`config.mk`:
```
export PLATFORM = sky130hd
export DESIGN_NAME = rom_loader
export DESIGN_NICKNAME = d
export VERILOG_FILES = /design/src/rtl/rom_loader_pkg.sv /design/src/rtl/rom_loader_pack.sv /design/src/rtl/rom_loader.sv
export SDC_FILE = /design/constraint.sdc
export NUM_CORES = 1
export LEC_CHECK = 0
export BUFFER_PORTS_ARGS = -buffer_cell sky130_fd_sc_hd__buf_2
export CAP_MARGIN = 20
export CORE_MARGIN = 2
export CORE_UTILIZATION = 50
export DETAILED_ROUTE_END_ITERATION = 10
export PLACE_DENSITY = 0.8
export SETUP_SLACK_MARGIN = 0.05
export SYNTH_ARGS = -nofsm -noshare
export SYNTH_HDL_FRONTEND = slang
export SYNTH_SLANG_ARGS = --single-unit
```
`constraint.sdc`:
```
create_clock -name clk -period 3.75 [get_ports clk]
set_clock_uncertainty 0.1 [all_clocks]
set_input_delay 0.1875 -clock clk [delete_from_list [all_inputs] [get_ports clk]]
set_output_delay 0.1875 -clock clk [all_outputs]
set_load 0.05 [all_outputs]
```
`src/rtl/rom_loader_pkg.sv`:
```
// rom_loader_pkg: shared types and constants for the boot ROM loader.
//   - state_e        : loader FSM state encoding (3 bits)
//   - MAGIC_DEFAULT  : default frame start byte
//   - MEM_ADDR_W / WORD_W / ZERO_WORD : ROM write-port bus widths and zero word
//   - word_addr()    : byte address of a word index relative to a base
package rom_loader_pkg;

   localparam int unsigned MEM_ADDR_W = 32;
   localparam int unsigned WORD_W     = 32;
   localparam logic [WORD_W-1:0] ZERO_WORD = '0;
   localparam logic [7:0] MAGIC_DEFAULT = 8'hA5;

   typedef enum logic [2:0] {
      ST_IDLE  = 3'd0,
      ST_LEN0  = 3'd1,
      ST_LEN1  = 3'd2,
      ST_DATA  = 3'd3,
      ST_CKSUM = 3'd4,
      ST_DONE  = 3'd5,
      ST_ERR   = 3'd6
   } state_e;

   // Word index is zero-extended and scaled to a byte address; the length
   // limit keeps the sum from ever wrapping.
   function automatic logic [MEM_ADDR_W-1:0] word_addr(
      input logic [MEM_ADDR_W-1:0] base,
      input logic [15:0]           idx
   );
      return base + {14'b0, idx, 2'b00};
   endfunction

endpackage

```
`src/rtl/rom_loader_pack.sv`:
```
// rom_loader_pack: byte-to-word packer for the ROM loader.
// Collects four bytes little-endian (first byte -> bits 7:0) and emits a
// registered one-cycle write strobe with the completed word.
// Ports:
//   clk, rst   : clock, async active-high reset
//   clr_i      : synchronous clear of the lane counter and partial word
//   push_i     : byte_i is consumed this cycle
//   byte_i     : payload byte
//   last_o     : the next pushed byte completes a word (lane 3)
//   wr_o       : word_o valid, high for one cycle after the 4th byte
//   word_o     : completed word {b3,b2,b1,b0}
module rom_loader_pack
   import rom_loader_pkg::*;
(
   input  logic              clk,
   input  logic              rst,
   input  logic              clr_i,
   input  logic              push_i,
   input  logic [7:0]        byte_i,
   output logic              last_o,
   output logic              wr_o,
   output logic [WORD_W-1:0] word_o
);

   logic [1:0]        lane_q,  lane_d;
   logic [23:0]       shift_q, shift_d;   // bytes 0..2 of the word in flight
   logic              wr_q,    wr_d;
   logic [WORD_W-1:0] word_q,  word_d;

   always_comb begin
      lane_d  = lane_q;
      shift_d = shift_q;
      wr_d    = 1'b0;
      word_d  = word_q;
      if (clr_i) begin
         lane_d  = 2'd0;
         shift_d = '0;
      end else if (push_i) begin
         // Shift right so the earliest byte lands in the low lane.
         shift_d = {byte_i, shift_q[23:8]};
         lane_d  = lane_q + 2'd1;
         if (lane_q == 2'd3) begin
            wr_d   = 1'b1;
            word_d = {byte_i, shift_q};
         end
      end
   end

   always_ff @(posedge clk or posedge rst) begin
      if (rst) begin
         lane_q  <= 2'd0;
         shift_q <= '0;
         wr_q    <= 1'b0;
         word_q  <= ZERO_WORD;
      end else begin
         lane_q  <= lane_d;
         shift_q <= shift_d;
         wr_q    <= wr_d;
         word_q  <= word_d;
      end
   end

   assign last_o = (lane_q == 2'd3);
   assign wr_o   = wr_q;
   assign word_o = word_q;

endmodule

```
`src/rtl/rom_loader.sv`:
```
// rom_loader: boot-time program loader feeding the instruction ROM write port.
// Parses MAGIC | len[7:0] | len[15:8] | len*4 payload bytes | checksum,
// writes payload words to consecutive addresses from BASE_ADDR and holds the
// core in reset until an image with a matching checksum has been loaded.
// Ports:
//   clk, rst                : clock, async active-high reset
//   byte_i/byte_valid_i     : UART byte stream in
//   byte_ready_o            : loader accepts byte_i (low in DONE/ERR)
//   start_i                 : re-arm from DONE or ERR
//   w_en_o/w_addr_o/w_data_o/w_sel_o : ROM write port
//   cpu_hold_o              : core reset hold
//   busy_o/done_o/err_o     : frame status
module rom_loader
   import rom_loader_pkg::*;
#(
   parameter logic [MEM_ADDR_W-1:0] BASE_ADDR = 32'h0000_0000,
   parameter int unsigned           MAX_WORDS = 16384,
   parameter logic [7:0]            MAGIC     = MAGIC_DEFAULT
)(
   input  logic                  clk,
   input  logic                  rst,
   input  logic [7:0]            byte_i,
   input  logic                  byte_valid_i,
   output logic                  byte_ready_o,
   input  logic                  start_i,
   output logic                  w_en_o,
   output logic [MEM_ADDR_W-1:0] w_addr_o,
   output logic [WORD_W-1:0]     w_data_o,
   output logic [3:0]            w_sel_o,
   output logic                  cpu_hold_o,
   output logic                  busy_o,
   output logic                  done_o,
   output logic                  err_o
);

   state_e                state_q, state_d;
   logic [15:0]           len_q,   len_d;
   logic [15:0]           idx_q,   idx_d;
   logic [7:0]            cks_q,   cks_d;
   logic                  hold_q,  hold_d;
   logic [MEM_ADDR_W-1:0] addr_q,  addr_d;

   logic        accept;
   logic        push;
   logic        rearm;
   logic        last;
   logic [15:0] len_full;

   assign byte_ready_o = (state_q != ST_DONE) && (state_q != ST_ERR);
   assign accept       = byte_valid_i && byte_ready_o;
   assign push         = accept && (state_q == ST_DATA);
   assign rearm        = start_i && ((state_q == ST_DONE) || (state_q == ST_ERR));
   assign len_full     = {byte_i, len_q[7:0]};

   always_comb begin
      state_d = state_q;
      len_d   = len_q;
      idx_d   = idx_q;
      cks_d   = cks_q;
      hold_d  = hold_q;
      addr_d  = addr_q;
      unique case (state_q)
         ST_IDLE: begin
            if (accept && byte_i == MAGIC) state_d = ST_LEN0;
         end
         ST_LEN0: begin
            if (accept) begin
               len_d[7:0] = byte_i;
               state_d    = ST_LEN1;
            end
         end
         ST_LEN1: begin
            if (accept) begin
               len_d = len_full;
               if ({16'b0, len_full} > 32'(MAX_WORDS)) begin
                  state_d = ST_ERR;
                  hold_d  = 1'b1;
               end else if (len_full == 16'd0) begin
                  state_d = ST_CKSUM;
               end else begin
                  state_d = ST_DATA;
               end
            end
         end
         ST_DATA: begin
            if (accept) begin
               cks_d = cks_q + byte_i;
               if (last) begin
                  // Address is captured alongside the packer's word so both
                  // appear together in the write cycle.
                  addr_d = word_addr(BASE_ADDR, idx_q);
                  idx_d  = idx_q + 16'd1;
                  if (idx_q + 16'd1 == len_q) state_d = ST_CKSUM;
               end
            end
         end
         ST_CKSUM: begin
            if (accept) begin
               if (byte_i == cks_q) begin
                  state_d = ST_DONE;
                  hold_d  = 1'b0;
               end else begin
                  state_d = ST_ERR;
                  hold_d  = 1'b1;
               end
            end
         end
         ST_DONE, ST_ERR: begin
            if (start_i) begin
               state_d = ST_IDLE;
               idx_d   = 16'd0;
               cks_d   = 8'd0;
               hold_d  = 1'b1;
            end
         end
         default: begin
            state_d = ST_IDLE;
            hold_d  = 1'b1;
         end
      endcase
   end

   always_ff @(posedge clk or posedge rst) begin
      if (rst) begin
         state_q <= ST_IDLE;
         len_q   <= 16'd0;
         idx_q   <= 16'd0;
         cks_q   <= 8'd0;
         hold_q  <= 1'b1;
         addr_q  <= BASE_ADDR;
      end else begin
         state_q <= state_d;
         len_q   <= len_d;
         idx_q   <= idx_d;
         cks_q   <= cks_d;
         hold_q  <= hold_d;
         addr_q  <= addr_d;
      end
   end

   rom_loader_pack u_pack (
      .clk    (clk),
      .rst    (rst),
      .clr_i  (rearm),
      .push_i (push),
      .byte_i (byte_i),
      .last_o (last),
      .wr_o   (w_en_o),
      .word_o (w_data_o)
   );

   assign w_addr_o   = addr_q;
   assign w_sel_o    = {4{w_en_o}};
   assign cpu_hold_o = hold_q;
   assign busy_o     = (state_q == ST_LEN0) || (state_q == ST_LEN1) ||
                       (state_q == ST_DATA) || (state_q == ST_CKSUM);
   assign done_o     = (state_q == ST_DONE);
   assign err_o      = (state_q == ST_ERR);

endmodule

```
==> impl_metrics.yaml, run 1 <==
routing:
  dr.pass1.iters: 5
  wl_per_cell_um: 16.0
  drt-initial-drc-count: 396
  drt-vias-per-instance: 5.59
  vias: 4908
  routed_wl_mm: 14.0
  drt_drc_violations_left: 0
  ant_nets: 0
worst_setup_path:
  crit_arrival_ns: 2.91
  critPathCaptureType: "flip-flop"
  crit_required_ns: 3.92
  path_max_fanout: 33
  start_kind: "flip-flop"
  critPathKind: "flip-flop to flip-flop"
clocking:
  ctsLongestPathBuffers: 2
  htreeDepth: 4
  clock_sinks: 119
  clkSlewWorstSetupHoldPaths_ns: 0.06
  root_buffer: "clkbuf_16"
  postCtsHoldBufs: 6
  cts_buffers: 17
  postCtsSetupBuffers: 0
  post_cts_resized: 0
  cts_tree: "done"
  insertion_delay_ns: 0.41
timing:
  period_needed_ns: 2.74
  setup_tns_ns: 0
  tightest_slew_ns: 0.773
  slew-limit-headroom_pct: 48.2
  hold_viol_final: 0
  rsz0062_at_grt: "false"
  timing.fmax_mhz: 365
  setup_violations: 0
  finalCritPeriodShare_pct: 73.1
  holdWs_ns: 0.0184
  slew_viol_final: 0
floorplan:
  die_x_um: 114
  std_cell_rows: 40
  die_h_um: 114
  start_util_pct: 51.0
  io_pins: 86
  core_area_sq_um: 12000
  die-area_sq_um: 13100
layout:
  area.sequential_sq_um: 2980
  final_nets: 740
  postLayoutCoreUtil_pct: 59.2
  diodes: 0
  num-fill-cells: 994
  drive_gt1_share_pct: 20.5
  multi_input_area_sq_um: 2770
  syn2layout_area_growth_pct: 16.1
synthesis:
  async_flop_share_pct: 100
  yosysMostFrequentCell: "nand2_1"
  synth_seq_cells: 119
  avgSynthCellArea_sq_um: 9.26
  syn_inst: 659
  synth_largest_area_cell: "dfrtp_1"
  synth.area.top_cells: "dfrtp_1, nand2_1, a21oi_1, mux2_2, o21ai_0"
  synth_edf_count: 0
  ys.flop_type: "dfrtp_1"
  yosysUniqueCellTypes: 76
  synth_top_area_share_pct: 48.4
  yosysSeqAreaShare_pct: 48.8
  yosysWarningCount: 0
  synth_top_cells_by_count: "nand2_1, dfrtp_1, a21oi_1"
  syn_area_sq_um: 6100
power_and_ir_drop:
  vdd_drop_max_mv: 0.295
  cellLeakagePower_uw: 0.00359
  power.density_nw_per_um2: 741
worst_hold_path:
  min_path_type: "input port to flip-flop"
place:
  io_buffers: 69
  dp.final_hpwl_mm: 9.45
  gp_congestion: 0.836
global_route:
  grt_max_degree: 71
  grt_pass1_wl_mm: 23.6
  first_global_vias: 4789
  grt_util_all_layers_pct: 23.0
  grt_antenna_before_repair: 1
  gr-total-overflow: 0
flow_run:
  maxCapViolations: 0
run_status:
  status: "finished, final reports clean"
==> report_power, final <==
group,switching [uW],internal [uW],total [uW]
registers,193,1570,1760
logic,1280,472,1750
clock network,576,1160,1740
total,2050,3200,5250
==> cell families (layout without fill, tap and decap cells) <==
group           after synthesis  after routing  share of synthesized area [%]
compound gates              116            116                           12.0
xor+xnor                     25             25                           4.06
fa+ha+maj                    10             10                           2.17
buf+inv                      70            127                           6.81
flops                       119            119                           48.8
mux                          20             20                           3.61
other cells                   1             16                         0.0614
simple gates                298            298                           22.5
==> final timing paths <==
| check | start | depth (start not counted) | slack [ns] | to |
|---|---|---|---|---|
| min in group asynchronous | rst | 3 | 0.35 | u_pack.word_o[11]$_DFFE_PP0P_ |
| worst max register to register | state_q[1]$_DFFE_PP0P_ | 10 | 1.01 | idx_q[6]$_DFFE_PP0P_ |
| worst min-delay path | byte_i[2] | 3 | 0.02 | u_pack.word_o[26]$_DFFE_PP0P_ |
| worst max-delay path | state_q[1]$_DFFE_PP0P_ | 10 | 1.01 | idx_q[6]$_DFFE_PP0P_ |
| max in group asynchronous | rst | 4 | 2.27 | u_pack.word_o[25]$_DFFE_PP0P_ |
| worst min register to register | u_pack.shift_q[6]$_DFFE_PP0P_ | 2 | 0.36 | u_pack.word_o[6]$_DFFE_PP0P_ |
==> through the flow <==
step	power, uW	worst slack, ns	cell area, sq um	instances
global placement	3470	1.13	6390	840
global route	5520	0.840	7090	878
finish	5250	1.01	7090	878
floorplan	3150	0.307	6160	674
detailed placement	3530	1.08	6390	840
CTS	5280	1.05	7090	878
==> state kept, by name, summed over array words and instances (netlist names), 2 cells and up <==
name	count
w_addr_o	16
u_pack.word_o	32
u_pack.shift_q	24
len_q	16
u_pack.lane_q	2
cks_q	8
idx_q	16
state_q	3
==> layer usage <==
| metal | track usage, % | share of wire (%) | vias to the layer above |
|---|---|---|---|
| met5 | 0 | 0 | - |
| met1 | 31.4 | 44 | 2380 |
| met4 | 8.94 | 2.0 | 0 |
| li1 | - | - | 2314 |
| met2 | 35.7 | 47 | 192 |
| met3 | 5.29 | 6.5 | 22 |
==> cell usage in the layout (no fill, tap or decap), types with 9 or more instances in the layout <==
master     count
a21oi_1       39
buf_2         69
clkbuf_16     17
conb_1        16
dfrtp_1      118
ha_1           9
inv_1         11
mux2_2        16
nand2_1      211
nor2_1        24
o21ai_0       32
xnor2_1       12
xor2_1        11
==> critical path: stages, from the launching register on <==
cell,delay (ns)
dfrtp_1,0.57
nand3b_1,0.27
nor2_1,0.16
buf_4,0.33
nand2_2,0.09
inv_1,0.07
buf_4,0.31
nor2_1,0.09
buf_4,0.20
o21ai_0,0.24
o21ai_0,0.14
==> cell type report <==
| type | count | share of cell area (%) |
|---|---|---|
| Clock inverter | 12 | 2.45 |
| Multi-Input combinational cell | 485 | 39.1 |
| Timing Repair Buffer | 83 | 6.57 |
| Clock buffer | 20 | 6.59 |
| Tap cell | 147 | 2.60 |
| Inverter | 12 | 0.671 |
| Sequential cell | 119 | 42.0 |
Note: power is estimated with default switching activity, not from simulation.
==> run 2, diff against run 1 <==
--- a/config.mk
+++ b/config.mk
@@ -5,6 +5,7 @@
 export SDC_FILE = /design/constraint.sdc
 export NUM_CORES = 1
 export LEC_CHECK = 0
+export ABC_AREA = 1
 export BUFFER_PORTS_ARGS = -buffer_cell sky130_fd_sc_hd__buf_2
 export CAP_MARGIN = 20
 export CORE_MARGIN = 2
==> constraint.sdc (replaced) <==
create_clock -name clk -period 2.8 [get_ports clk]
set_clock_uncertainty 0.1 [all_clocks]
set_input_delay 0.14 -clock clk [delete_from_list [all_inputs] [get_ports clk]]
set_output_delay 0.14 -clock clk [all_outputs]
set_load 0.05 [all_outputs]
==> impl_metrics.yaml, run 2 <==
synthesis:
  synth_top_area_share_pct: 51.1
  syn_area_sq_um: 5770
  yosysUniqueCellTypes: 40
  synth_largest_area_cell: "dfrtp_1"
  synth_top_cells_by_count: "nand2_1, dfrtp_1, inv_1"
  avgSynthCellArea_sq_um: 8.48
  yosysMostFrequentCell: "nand2_1"
  synth_edf_count: 0
  ys.flop_type: "dfrtp_1"
  async_flop_share_pct: 100
  syn_inst: 681
  yosysSeqAreaShare_pct: 51.6
  synth.area.top_cells: "dfrtp_1, nand2_1, o21ai_0, inv_1, o22ai_1"
  synth_seq_cells: 119
  yosysWarningCount: 0
routing:
  vias: 4963
  dr.pass1.iters: 5
  wl_per_cell_um: 15.7
  drt-initial-drc-count: 363
  top_layer: "met4"
  drt-vias-per-instance: 5.48
  wl_met1_mm: 5.85
  ant_nets: 0
  drt_drc_violations_left: 0
  wl_met3_mm: 1.05
  wl_met2_mm: 6.86
  routed_wl_mm: 14.2
layout:
  final_cell_mix: "nand2_1, dfrtp_1, inv_1, o21ai_0, buf_2"
  diodes: 0
  multi_input_area_sq_um: 2290
  syn2layout_area_growth_pct: 17.1
  area.sequential_sq_um: 2980
  num-fill-cells: 955
  drive_gt1_share_pct: 18.0
  final_common_cell: "nand2_1"
  largest_reg_flops: 32
  final_cells: 906
  final_nets: 773
timing:
  timing.fmax_mhz: 434
  slew_viol_final: 0
  setup_tns_ns: 0
  rsz0062_at_grt: "false"
  period_needed_ns: 2.30
  slew-limit-headroom_pct: 39.1
  hold_viol_final: 0
  finalCritPeriodShare_pct: 82.2
  tightest_slew_ns: 0.911
  setup_violations: 0
place:
  gp_congestion: 0.975
  dp.final_hpwl_mm: 9.47
  io_buffers: 69
  place_inst: 873
global_route:
  first_global_vias: 4850
  gr-total-overflow: 0
  grt_antenna_before_repair: 0
  grt_max_degree: 83
  grt_pass1_wl_mm: 23.4
  grt_util_all_layers_pct: 23.4
worst_setup_path:
  path_max_fanout: 10
  critPathCaptureType: "flip-flop"
  start_kind: "flip-flop"
  crit_required_ns: 3.00
  critPathKind: "flip-flop to flip-flop"
  crit_arrival_ns: 2.51
power_and_ir_drop:
  vdd_drop_max_mv: 0.602
  p_switching_uw: 2750
  clkPwrFrac_pct: 30.0
  combPwrFrac_pct: 33.5
  switching_share_pct: 40.1
  seqPwrFrac_pct: 36.5
  p_int_uw: 4120
  cellLeakagePower_uw: 0.00344
  power.density_nw_per_um2: 1020
clocking:
  insertion_delay_ns: 0.42
  clock_sinks: 119
  root_buffer: "clkbuf_16"
  htreeDepth: 4
  ctsLongestPathBuffers: 2
  clkSlewWorstSetupHoldPaths_ns: 0.05
  cts_tree: "done"
  cts_buffers: 17
worst_hold_path:
  min_path_type: "input port to flip-flop"
floorplan:
  io_pins: 86
  core_area_sq_um: 11300
  std_cell_rows: 39
  start_util_pct: 51.0
  die_x_um: 111
  die_h_um: 111
  die-area_sq_um: 12400
run_status:
  status: "finished, final reports clean"
flow_run:
  maxCapViolations: 0
[run 2: logic make-up (layout without fill, tap and decap cells)]
family                     after synthesis  count (layout)  synth area share (%)
and+or+nand+nor                        288             288                  22.3
buffers and inverters                  127             194                  9.80
xor gates and xnor gates                 7               7                  1.30
DFF                                    119             119                  51.6
other                                    1              16                0.0650
adders and majority gates               10              10                  2.30
AOI/OAI and AO/OA                      129             129                  12.6
[run 2: power groups by stage]
stage	Sequential, uW	Clock [uW]	Combinational, uW
global placement	2490	0	2120
CTS	2500	2080	2270
floorplan	2700	0	1510
global route	2560	2160	2520
finish	2510	2060	2310
detailed placement	2510	0	2230
[run 2: path summary, 6_finish.rpt]
| check | from | to | slack [ns] | depth (start not counted) |
|---|---|---|---|---|
| hold / removal | byte_i[4] | len_q[12]$_DFFE_PP0P_ | 0.06 | 3 |
| max in group asynchronous | rst | u_pack.word_o[13]$_DFFE_PP0P_ | 1.45 | 4 |
| min in group asynchronous | rst | idx_q[14]$_DFFE_PP0P_ | 0.36 | 3 |
| setup / recovery | idx_q[0]$_DFFE_PP0P_ | state_q[0]$_DFFE_PP0P_ | 0.50 | 16 |
| setup reg to reg | idx_q[0]$_DFFE_PP0P_ | state_q[0]$_DFFE_PP0P_ | 0.50 | 16 |
| hold reg to reg | w_addr_o[6]$_DFFE_PP0P_ | w_addr_o[6]$_DFFE_PP0P_ | 0.38 | 2 |
[run 2: layout make-up]
type                            count  share of cell area, %
Inverter                           88                   4.94
Clock buffer                       18                   6.50
Clock inverter                     13                   1.81
Multi-Input combinational cell    450                   33.8
Sequential cell                   119                   44.1
Tap cell                          143                   2.65
Timing Repair Buffer               75                   6.22
[run 2: per-stage QoR]
stage	total power, uW	hold slack, ns	setup WS, ns	instance area [sq um]	util, %
finish	6870	0.0649	0.498	6760	59.7
global route	7250	0.0702	0.379	6760	59.7
CTS	6850	0.0584	0.566	6760	59.7
detailed placement	4750	0.281	0.601	6180	54.6
global placement	4610	0.283	0.724	6180	54.6
floorplan	4210	0.222	0.897	5830	-
[run 2: layer usage]
metal	GRT usage (%)	up-vias
met1	30.0	2337
met2	38.2	227
met3	5.82	48
li1	-	2351
met5	0	-
met4	10.1	0
[run 2: critical path: stages (launching register included)]
cell and delay (ns):
dfrtp_1 0.45, ha_1 0.24, nand2_2 0.12, nor2_8 0.19, nand2_2 0.07, nand2_1 0.08, nand3_1 0.07, nand2_1 0.09
nand2_1 0.07, clkinv_1 0.05, nand2_1 0.06, nor2_1 0.12, nand3_1 0.13, nand2_2 0.12, nand2_2 0.07, nand2_1 0.09
nand2_1 0.05
[run 2: what timing repair did]
action / CTS / global route
hold buffers: 2 / 0
endpoints found under the setup margin: 0 / 0
resized for setup: 0 / 0
hold endpoints to repair: 40 / 0
buffers inserted: 0 / 0
